--- src/rtl/n64_audio_i2s_tx_if.sv ---
// n64_audio_i2s_tx_if: parallel stereo sample bus from the APU deserializer.
// One-cycle valid strobe qualifies both 16-bit two's complement samples.
interface n64_audio_i2s_tx_if;
  logic [15:0] pdata_left;
  logic [15:0] pdata_right;
  logic        pdata_valid;

  modport master (
    output pdata_left,
    output pdata_right,
    output pdata_valid
  );

  modport slave (
    input pdata_left,
    input pdata_right,
    input pdata_valid
  );
endinterface

--- src/rtl/n64_audio_i2s_tx.sv ---
// n64_audio_i2s_tx: double-buffered parallel-to-I2S serializer, MCLK = 256 Fs.
// Define N64_AUDIO_I2S_TX_24BIT_EN for 24-bit words ({sample, 8'h00}).
module n64_audio_i2s_tx #(
  parameter logic MUTE_ON_UNDERRUN = 1'b0
) (
  input  logic              MCLK_i,
  input  logic              nRST_i,
  input  logic              EN_i,
  n64_audio_i2s_tx_if.slave pdata,
  output logic              SCLK_o,
  output logic              LRCLK_o,
  output logic              SDATA_o,
  output logic              UNDERRUN_o,
  output logic              OVERRUN_o
);

`ifdef N64_AUDIO_I2S_TX_24BIT_EN
  localparam int W = 24;
`else
  localparam int W = 16;
`endif
  localparam int IW = $clog2(W);

  logic [7:0]  cnt;
  logic [7:0]  cnt_nxt;
  logic        load;
  logic        pending;
  logic [15:0] hold_l;
  logic [15:0] hold_r;
  logic [15:0] frame_l;
  logic [15:0] frame_r;
  logic [W-1:0] word_l;
  logic [W-1:0] word_r;
  logic [5:0]  slot;
  logic [5:0]  idx_l;
  logic [5:0]  idx_r;
  logic        in_l;
  logic        in_r;
  logic        sd_bit;

  assign cnt_nxt = cnt + 8'd1;
  assign load    = (cnt == 8'hFF);
  assign slot    = cnt_nxt[7:2];

`ifdef N64_AUDIO_I2S_TX_24BIT_EN
  assign word_l = {frame_l, 8'h00};
  assign word_r = {frame_r, 8'h00};
`else
  assign word_l = frame_l;
  assign word_r = frame_r;
`endif

  assign idx_l = 6'(W) - slot;
  assign idx_r = 6'(W + 32) - slot;
  assign in_l  = (slot >= 6'd1) && (slot <= 6'(W));
  assign in_r  = (slot >= 6'd33) && (slot <= 6'(W + 32));

  // Serial bit for the slot the counter is about to enter.
  always_comb begin
    sd_bit = 1'b0;
    unique case (1'b1)
      in_l:    sd_bit = word_l[idx_l[IW-1:0]];
      in_r:    sd_bit = word_r[idx_r[IW-1:0]];
      default: sd_bit = 1'b0;
    endcase
  end

  // Free-running frame counter; one wrap per output sample.
  always_ff @(posedge MCLK_i or negedge nRST_i) begin
    if (!nRST_i) begin
      cnt <= 8'd0;
    end else begin
      cnt <= cnt_nxt;
    end
  end

  // Hold buffer capture and frame load at the frame boundary.
  always_ff @(posedge MCLK_i or negedge nRST_i) begin
    if (!nRST_i) begin
      pending <= 1'b0;
      hold_l  <= 16'd0;
      hold_r  <= 16'd0;
      frame_l <= 16'd0;
      frame_r <= 16'd0;
    end else if (load) begin
      pending <= 1'b0;
      if (pdata.pdata_valid) begin
        frame_l <= pdata.pdata_left;
        frame_r <= pdata.pdata_right;
      end else if (pending) begin
        frame_l <= hold_l;
        frame_r <= hold_r;
      end else if (MUTE_ON_UNDERRUN) begin
        frame_l <= 16'd0;
        frame_r <= 16'd0;
      end
    end else if (pdata.pdata_valid) begin
      hold_l  <= pdata.pdata_left;
      hold_r  <= pdata.pdata_right;
      pending <= 1'b1;
    end
  end

  // Status pulses, registered one cycle after the triggering event.
  always_ff @(posedge MCLK_i or negedge nRST_i) begin
    if (!nRST_i) begin
      UNDERRUN_o <= 1'b0;
      OVERRUN_o  <= 1'b0;
    end else begin
      UNDERRUN_o <= load & ~pdata.pdata_valid & ~pending;
      OVERRUN_o  <= ~load & pdata.pdata_valid & pending;
    end
  end

  // I2S pins from the next count so all three move on one edge.
  always_ff @(posedge MCLK_i or negedge nRST_i) begin
    if (!nRST_i) begin
      SCLK_o  <= 1'b0;
      LRCLK_o <= 1'b0;
      SDATA_o <= 1'b0;
    end else begin
      SCLK_o  <= cnt_nxt[1];
      LRCLK_o <= cnt_nxt[7];
      if (cnt_nxt[1:0] == 2'b00) begin
        SDATA_o <= EN_i & sd_bit;
      end
    end
  end

endmodule
--- src/flat_wrapper.sv ---
// flat-port wrapper written by rule: the top's interface ports become plain ports
module n64_audio_i2s_tx_flat 
#(
  parameter logic MUTE_ON_UNDERRUN = 1'b0
)
  (MCLK_i, nRST_i, EN_i, SCLK_o, LRCLK_o, SDATA_o, UNDERRUN_o, OVERRUN_o, pdata_pdata_left, pdata_pdata_right, pdata_pdata_valid);
  n64_audio_i2s_tx_if pdata_i ();
  input  logic MCLK_i;
  input  logic nRST_i;
  input  logic EN_i;
  output logic SCLK_o;
  output logic LRCLK_o;
  output logic SDATA_o;
  output logic UNDERRUN_o;
  output logic OVERRUN_o;
  input wire logic [$bits(pdata_i.pdata_left)-1:0] pdata_pdata_left;
  input wire logic [$bits(pdata_i.pdata_right)-1:0] pdata_pdata_right;
  input wire logic [$bits(pdata_i.pdata_valid)-1:0] pdata_pdata_valid;
  assign pdata_i.pdata_left = pdata_pdata_left;
  assign pdata_i.pdata_right = pdata_pdata_right;
  assign pdata_i.pdata_valid = pdata_pdata_valid;
  n64_audio_i2s_tx #(.MUTE_ON_UNDERRUN(MUTE_ON_UNDERRUN)) u_core (.MCLK_i(MCLK_i), .nRST_i(nRST_i), .EN_i(EN_i), .pdata(pdata_i), .SCLK_o(SCLK_o), .LRCLK_o(LRCLK_o), .SDATA_o(SDATA_o), .UNDERRUN_o(UNDERRUN_o), .OVERRUN_o(OVERRUN_o));
endmodule
--- config.mk ---
export PLATFORM = sky130hd
export DESIGN_NAME = n64_audio_i2s_tx_flat
export DESIGN_NICKNAME = d
export VERILOG_FILES = /design/src/rtl/n64_audio_i2s_tx_if.sv /design/src/rtl/n64_audio_i2s_tx.sv /design/src/flat_wrapper.sv
export SDC_FILE = /design/constraint.sdc
export NUM_CORES = 1
export LEC_CHECK = 0
export ABC_CLOCK_PERIOD_IN_PS = 6850
export BUFFER_PORTS_ARGS = -buffer_cell sky130_fd_sc_hd__buf_2
export CAP_MARGIN = 20
export CORE_MARGIN = 4
export CORE_UTILIZATION = 54
export DETAILED_ROUTE_END_ITERATION = 12
export GPL_ROUTABILITY_DRIVEN = 0
export HOLD_SLACK_MARGIN = 0.1
export PLACE_DENSITY = 0.85
export RECOVER_POWER = 25
export SYNTH_ARGS = -nofsm -noshare
export SYNTH_HDL_FRONTEND = slang
export SYNTH_SLANG_ARGS = --single-unit
--- constraint.sdc ---
create_clock -name MCLK_i -period 6.85 [get_ports MCLK_i]
set_input_delay 1.37 -clock MCLK_i [delete_from_list [all_inputs] [get_ports MCLK_i]]
set_output_delay 1.37 -clock MCLK_i [all_outputs]
set_load 0.01 [all_outputs]
==> results of run 1 <==
==> synth_stat cells (all sizes together), types with 4 or more instances <==
cell / count / area [um2]
and3: 5 / 31.3
mux2i: 34 / 340
clkbuf: 11 / 41.3
a21oi: 33 / 165
xor2: 4 / 53.8
mux2: 34 / 383
mux4: 8 / 206
dfrtp: 76 / 1900
xnor2: 5 / 51.3
nand3: 6 / 35.0
nor2: 35 / 131
nand2b: 4 / 25.0
buf: 5 / 30.0
ha: 5 / 62.6
==> layout by cell type, fill, tap and decap left out, types with 2 or more instances in the layout <==
cell and instances:
xnor2_1 5, clkbuf_1 2, ha_1 5, clkbuf_8 10, nand2b_1 4, mux2i_1 34, and3_1 5, buf_4 3
mux2_1 25, buf_2 39, nor3_1 2, xor2_1 3, mux2_2 9, inv_1 3, nor2_1 34, clkinv_2 4
nand3_1 6, a21oi_1 33, a31oi_1 2, dfrtp_1 76, mux4_1 7, nand2_1 2
==> cells by family (layout without fill, tap and decap cells) <==
logic type | after synthesis | count (layout) | share of synthesized area (%)
AOI/OAI and AO/OA | 39 | 39 | 6.12
and+or+nand+nor | 57 | 57 | 7.31
adders and majority gates | 5 | 5 | 1.76
DFF | 76 | 76 | 53.4
muxes | 76 | 76 | 26.1
xor gates and xnor gates | 9 | 9 | 2.95
buffers and inverters | 19 | 62 | 2.32
==> per-layer routing <==
metal,GRT usage [%],up-vias,share of wire (%)
li1,-,1083,-
met1,24.8,1094,43
met2,31.2,43,50
met3,5.25,13,4.5
met4,6.77,0,1.8
met5,0,-,0
==> worst paths after layout <==
path,start,to,cells after the start
max,pdata_pdata_valid,u_core.hold_l[8],5
min,u_core.pending,u_core.UNDERRUN_o,1
max reg2reg,u_core.cnt[1],u_core.SDATA_o,8
min reg2reg,u_core.pending,u_core.UNDERRUN_o,1
max in group asynchronous,nRST_i,u_core.hold_l[0],1
min in group asynchronous,nRST_i,u_core.hold_l[10],1
==> registers in the layout, summed over array words and instances, names as in the netlist, 7 cells and up <==
| signal | flops |
|---|---|
| u_core.hold_l | 16 |
| u_core.cnt | 7 |
| u_core.frame_l | 16 |
| u_core.frame_r | 16 |
| u_core.hold_r | 16 |
==> cell type report <==
type                    instances  area (um2)
multi-input cells             186        1570
inverters                       3        11.3
clock inverters                 5        27.5
well taps                      77        96.3
flip-flops and latches         76        1900
repair buffers                 43         221
fillers                       476        2420
clock buffers                  11         141
==> critical path: stages <==
cell and delay [ns]:
buf_2 0.08, clkbuf_1 1.70, nand2_1 1.12, buf_4 0.50, mux2_1 0.35
==> power breakdown <==
group	leakage [nW]	internal [mW]	switching (mW)
clock	0.0889	0.139	0.156
combinational	0.886	0.0447	0.0417
sequential	0.922	0.480	0.0170
total	1.90	0.664	0.215
==> key figures, run 1 <==
Die
  • Die extent in x: 89.2 um
  • Initial Utilization: 55.7%
  • I/O pin count: 41
  • Die Ht: 89.2 um
  • FP Rows: 29
  • Die Footprint: 7950 um2
  • Core ar.: 6390 um2

Cells and area
  • Final net count: 360
  • Layout cells sized above 1: 21.6%
  • ANT cells: 0
  • Layout Utilization: 62.2%
  • Final Non-Filler Cells: 401
  • Area growth syn-to-layout: 11.5%
  • Final instance area: 3970 um2

Route
  • DR vias: 2233
  • WL final: 6600 um
  • Antenna Violating Nets Remaining: 0
  • Pre-antenna DRT Iters: 4
  • DR WL/cell: 16.4 um
  • Drt via density: 5.57
  • DRT iter0 DRCs: 112
  • DRC errors left: 0

Synth
  • Ys async rst share: 100%
  • Post-Synthesis Cell Area: 3560 um2
  • Synth unique cells: 32
  • EDFF count, synth: 0
  • Cell count after synthesis: 281
  • Yosys warns: 0
  • Syn_nets: 322
  • Yosys reg bits: 76
  • Synth Flop Type: dfrtp_1
  • Avg Cell Area, Syn: 12.7 um2
  • Sequential share of the synthesized area: 53.4%

Timing
  • Final setup viols: 0
  • Worst Max-Slew Pin Slew: 2.40 ns
  • Fin. Hold Viols: 0
  • Min Clock Period, post-route: 4.94 ns
  • Slew headroom: -59.8%
  • Tcrit/Tclk final: 72.1%
  • Unrepaired setup endpoints after global routing: false
  • Max-slew violations: 37
  • Hold slack: 0.457 ns
  • Final WS setup: 1.91 ns
  • Fmax: 0.203 GHz
  • Clk_skew: 0.00992 ns
  • Post-route setup TNS: 0 ns

Placement
  • Placed Area: 3820 um2
  • Setup WS pre-CTS: 3.39 ns
  • Placed Cells: 385
  • I/O Buffers: 40
  • DPL Wire Length: 4510 um

Clock network
  • CTS Buf Count: 9
  • Clock transition at the registers of the reported paths: 0.08 ns
  • Post-CTS Hold Fix Bufs: 0
  • Post_cts resized: 0
  • Clock Latency Late Sink: 0.34 ns
  • H-tree levels: 3
  • CTS sink cnt: 76
  • CTS tree: yes
  • Root Driver: clkbuf_8
  • Max Buffers Root-to-Sink: 2
  • Post-CTS Setup Bufs: 0

Global route
  • Largest net degree at the start of global routing: 77
  • Total gr overflow: 0
  • Number of global-route vias before repair: 2362
  • Tot GR Track Use: 19.1%
  • Initial antenna violation count: 0
  • First-pass GRT wire length: 11500 um

Worst setup path
  • Critical path capture point type: flip-flop
  • CP Data Required Time: 7.07 ns
  • Setup slack of the most critical reg-to-reg path: 3.14 ns
  • WS Path Type: primary input to flip-flop
  • Type of origin of the critical path: primary input
  • Maximum fanout along the worst path: 36
  • Crit path DAT: 5.16 ns

Power
  • P per Cell Area: 221 nW/um2
  • Pleak: 1.90 nW
  • Total power: 0.879 mW
  • Peak supply drop: 207 uV

Run status
  • Outcome: finished, violations left
  • Failing checks: capacitance limit, slew limit

Job
  • Max cap viols: 1

Min path
  • Worst Hold Class: flip-flop to flip-flop
Note: power is estimated with default switching activity, not from simulation.
==> inputs of run 2 (changes only) <==
Settings changed: ABC_CLOCK_PERIOD_IN_PS 6850 to 4300, CORE_UTILIZATION 54 to 52.
Clock period 6.85 ns to 4.3 ns, I/O delays scaled along.
==> run 2 against run 1 <==
Effect of this change: the flow still finishes with violations (capacitance limit, slew limit); register-to-register slack worse by 2.0 ns; core utilization is 0.79 points lower; non-clock buffer count is 1 higher; combinational power is 55% higher; clock-buffer cell count is 2 higher; clock power is 60% higher; worst hold slack better by 0.010 ns.
==> key figures, run 2 (same netlist as run 1, synthesis figures left out) <==
Die
  • Die extent in x: 90.7 um (+1.7%)
  • Die Footprint: 8230 um2 (+3.5%)
  • Initial Utilization: 54.8% (-0.93 points)
  • Die Ht: 90.7 um (+1.7%)
  • I/O pin count: 41 (unchanged)
  • FP Rows: 29 (unchanged)
  • Core ar.: 6490 um2 (+1.7%)

Timing
  • Worst Max-Slew Pin Slew: 1.80 ns (-0.594 ns)
  • Slew headroom: -20.2% (+40 points)
  • Tcrit/Tclk final: 74.4%
  • Clk_skew: 0.00764 ns (-0.00228 ns)
  • Fmax: 0.313 GHz
  • Final setup viols: 0 (unchanged)
  • Min Clock Period, post-route: 3.20 ns
  • Unrepaired setup endpoints after global routing: false
  • Final WS setup: 1.10 ns (-0.812 ns)
  • Max-slew violations: 77 (+110%)
  • Fin. Hold Viols: 0 (unchanged)
  • Post-route setup TNS: 0 ns (unchanged)

Power
  • Pleak: 1.91 nW (+0.51%)
  • Sw frac: 23.4% (-1.0 points)
  • P per Cell Area: 351 nW/um2 (+58%)
  • Peak supply drop: 236 uV (+14%)
  • Total power: 1.40 mW (+59%)
  • Clock Power Share: 33.8% (+0.2 points)
  • Internal cell power: 1.07 mW (+61%)
  • Combinational Power Share: 9.6% (-0.2 points)
  • Sequential power share: 56.6% (about the same)
  • Psw: 0.328 mW (+53%)

Worst setup path
  • WS Path Type: flip-flop to flip-flop
  • CP Data Required Time: 4.51 ns (-2.56 ns)
  • R2R depth: 8 (unchanged)
  • CP most frequent cell: ha_1
  • Crit-path slowest cell: xnor2_2
  • Type of origin of the critical path: flip-flop
  • R2r endpoint: u_core.SDATA_o
  • Reg2reg start: u_core.cnt[1]
  • Setup slack of the most critical reg-to-reg path: 1.10 ns (-2.04 ns)
  • Critical path capture point type: flip-flop
  • Maximum fanout along the worst path: 11 (-69%)
  • Worst path cell trace: ha_1 -> xnor2_2 -> inv_1 -> ha_1 -> mux4_2 -> nor2b_1 -> a2111oi_0 -> o41ai_1
  • Crit path DAT: 3.41 ns (-1.75 ns)
  • Slowest Stage Delay on Critical Path: 0.64 ns (-1.06 ns)

Clock network
  • Clock transition at the registers of the reported paths: 0.07 ns (about the same)
  • Post_cts resized: 0 (unchanged)
  • Max Buffers Root-to-Sink: 2 (unchanged)
  • Clock Latency Late Sink: 0.34 ns (about the same)
  • CTS tree: yes
  • Root Driver: clkbuf_8
  • CTS sink cnt: 76 (unchanged)
  • Post-CTS Hold Fix Bufs: 0 (unchanged)
  • H-tree levels: 3 (unchanged)
  • Post-CTS Setup Bufs: 0 (unchanged)
  • CTS Buf Count: 9 (unchanged)

Placement
  • Setup WS pre-CTS: 1.12 ns (-2.27 ns)
  • Placed Area: 3820 um2 (+0.20%)
  • I/O Buffers: 40 (unchanged)
  • DPL Wire Length: 4570 um (+1.1%)

Global route
  • Largest net degree at the start of global routing: 77 (unchanged)
  • First-pass GRT wire length: 10600 um (-7.2%)
  • Initial antenna violation count: 0 (unchanged)
  • Tot GR Track Use: 16.4% (-2.8 points)
  • Number of global-route vias before repair: 2284 (-3.3%)
  • Total gr overflow: 0 (unchanged)

Cells and area
  • Layout Utilization: 61.4% (-0.79 points)
  • Layout cells sized above 1: 21.9% (+0.31 points)
  • ANT cells: 0 (unchanged)
  • Final instance area: 3990 um2 (+0.41%)
  • Most common library cell in the layout ignoring fill and taps: dfrtp_1
  • Final net count: 361 (+0.28%)
  • Area growth syn-to-layout: 12.0%
  • Highest-count cells in the layout ignoring fill and taps: 76 x dfrtp_1, 39 x buf_2, 34 x nor2_1, 34 x mux2i_1, 33 x a21oi_1

Route
  • Antenna Violating Nets Remaining: 0 (unchanged)
  • DRC errors left: 0 (unchanged)
  • DR vias: 2226 (-0.31%)
  • Pre-antenna DRT Iters: 4 (unchanged)
  • DRT iter0 DRCs: 144 (+29%)
  • WL final: 6380 um (-3.3%)
  • Drt via density: 5.55 (-0.31%)
  • DR WL/cell: 15.9 um (-3.3%)

Run status
  • Failing checks: capacitance limit, slew limit
  • Outcome: finished, violations left

Min path
  • WHS Path Cells: 1 (unchanged)
  • WHS Endpoint: u_core.UNDERRUN_o
  • Hold path startpoint: u_core.pending
  • Worst Hold Class: flip-flop to flip-flop

Job
  • Max cap viols: 1 (unchanged)
run 2: cell count changes in the layout (fill, tap and decap cells not counted), sizes merged:
cell and change:
clkbuf +2, clkinv -2, clkinvlp -1, buf +1
run 2: worst max-delay path by stage:
| stage | start | end | slack, ns |
|---|---|---|---|
| floorplan | u_core.cnt[1] | u_core.SDATA_o | 1.32 |
| global placement | u_core.cnt[1] | u_core.SDATA_o | 1.28 |
| detailed placement | u_core.cnt[1] | u_core.SDATA_o | 1.12 |
| CTS | u_core.cnt[1] | u_core.SDATA_o | 1.10 |
| global route | u_core.cnt[1] | u_core.SDATA_o | 0.80 |
| finish | u_core.cnt[1] | u_core.SDATA_o | 1.10 |
run 2: layout make-up:
| class | instances | area, um2 |
|---|---|---|
| Clock buffer | 13 | 159 |
| Sequential cell | 76 | 1900 |
| Inverter | 3 | 11.3 |
| Fill cell | 505 | 2510 |
| Timing Repair Buffer | 44 | 230 |
| Multi-Input combinational cell | 186 | 1580 |
| Clock inverter | 2 | 10.0 |
| Tap cell | 77 | 96.3 |
run 2: critical path: cells and delay by family (launching register included):
kind | cells | cell delay (ns)
xor+xnor | 1 | 0.64
fa+ha+maj | 2 | 0.83
compound gates | 2 | 0.53
simple gates | 1 | 0.14
mux | 1 | 0.34
buf+inv | 1 | 0.14
flops | 1 | 0.46
run 2: layer usage:
| layer | share of wire, % | track usage, % | wire length, um |
|---|---|---|---|
| met1 | 46 | 21.5 | 2910 |
| met2 | 49 | 25.4 | 3130 |
| met3 | 4.1 | 4.83 | 264 |
| met4 | 1.1 | 6.63 | 73 |
| met5 | 0 | 0 | 0 |
run 2: through the flow:
stage	cells	hold slack, ns
global placement	386	0.448
finish	401	0.467
CTS	401	0.465
floorplan	281	0.424
detailed placement	386	0.455
global route	401	0.483
run 2: power by group through the flow:
stage               clock network [mW]  logic, mW  registers (mW)
global placement                     0      0.131           0.802
detailed placement                   0      0.136           0.804
CTS                              0.485      0.137           0.791
global route                     0.517      0.152           0.796
finish                           0.473      0.134           0.791
floorplan                            0     0.0868           0.796
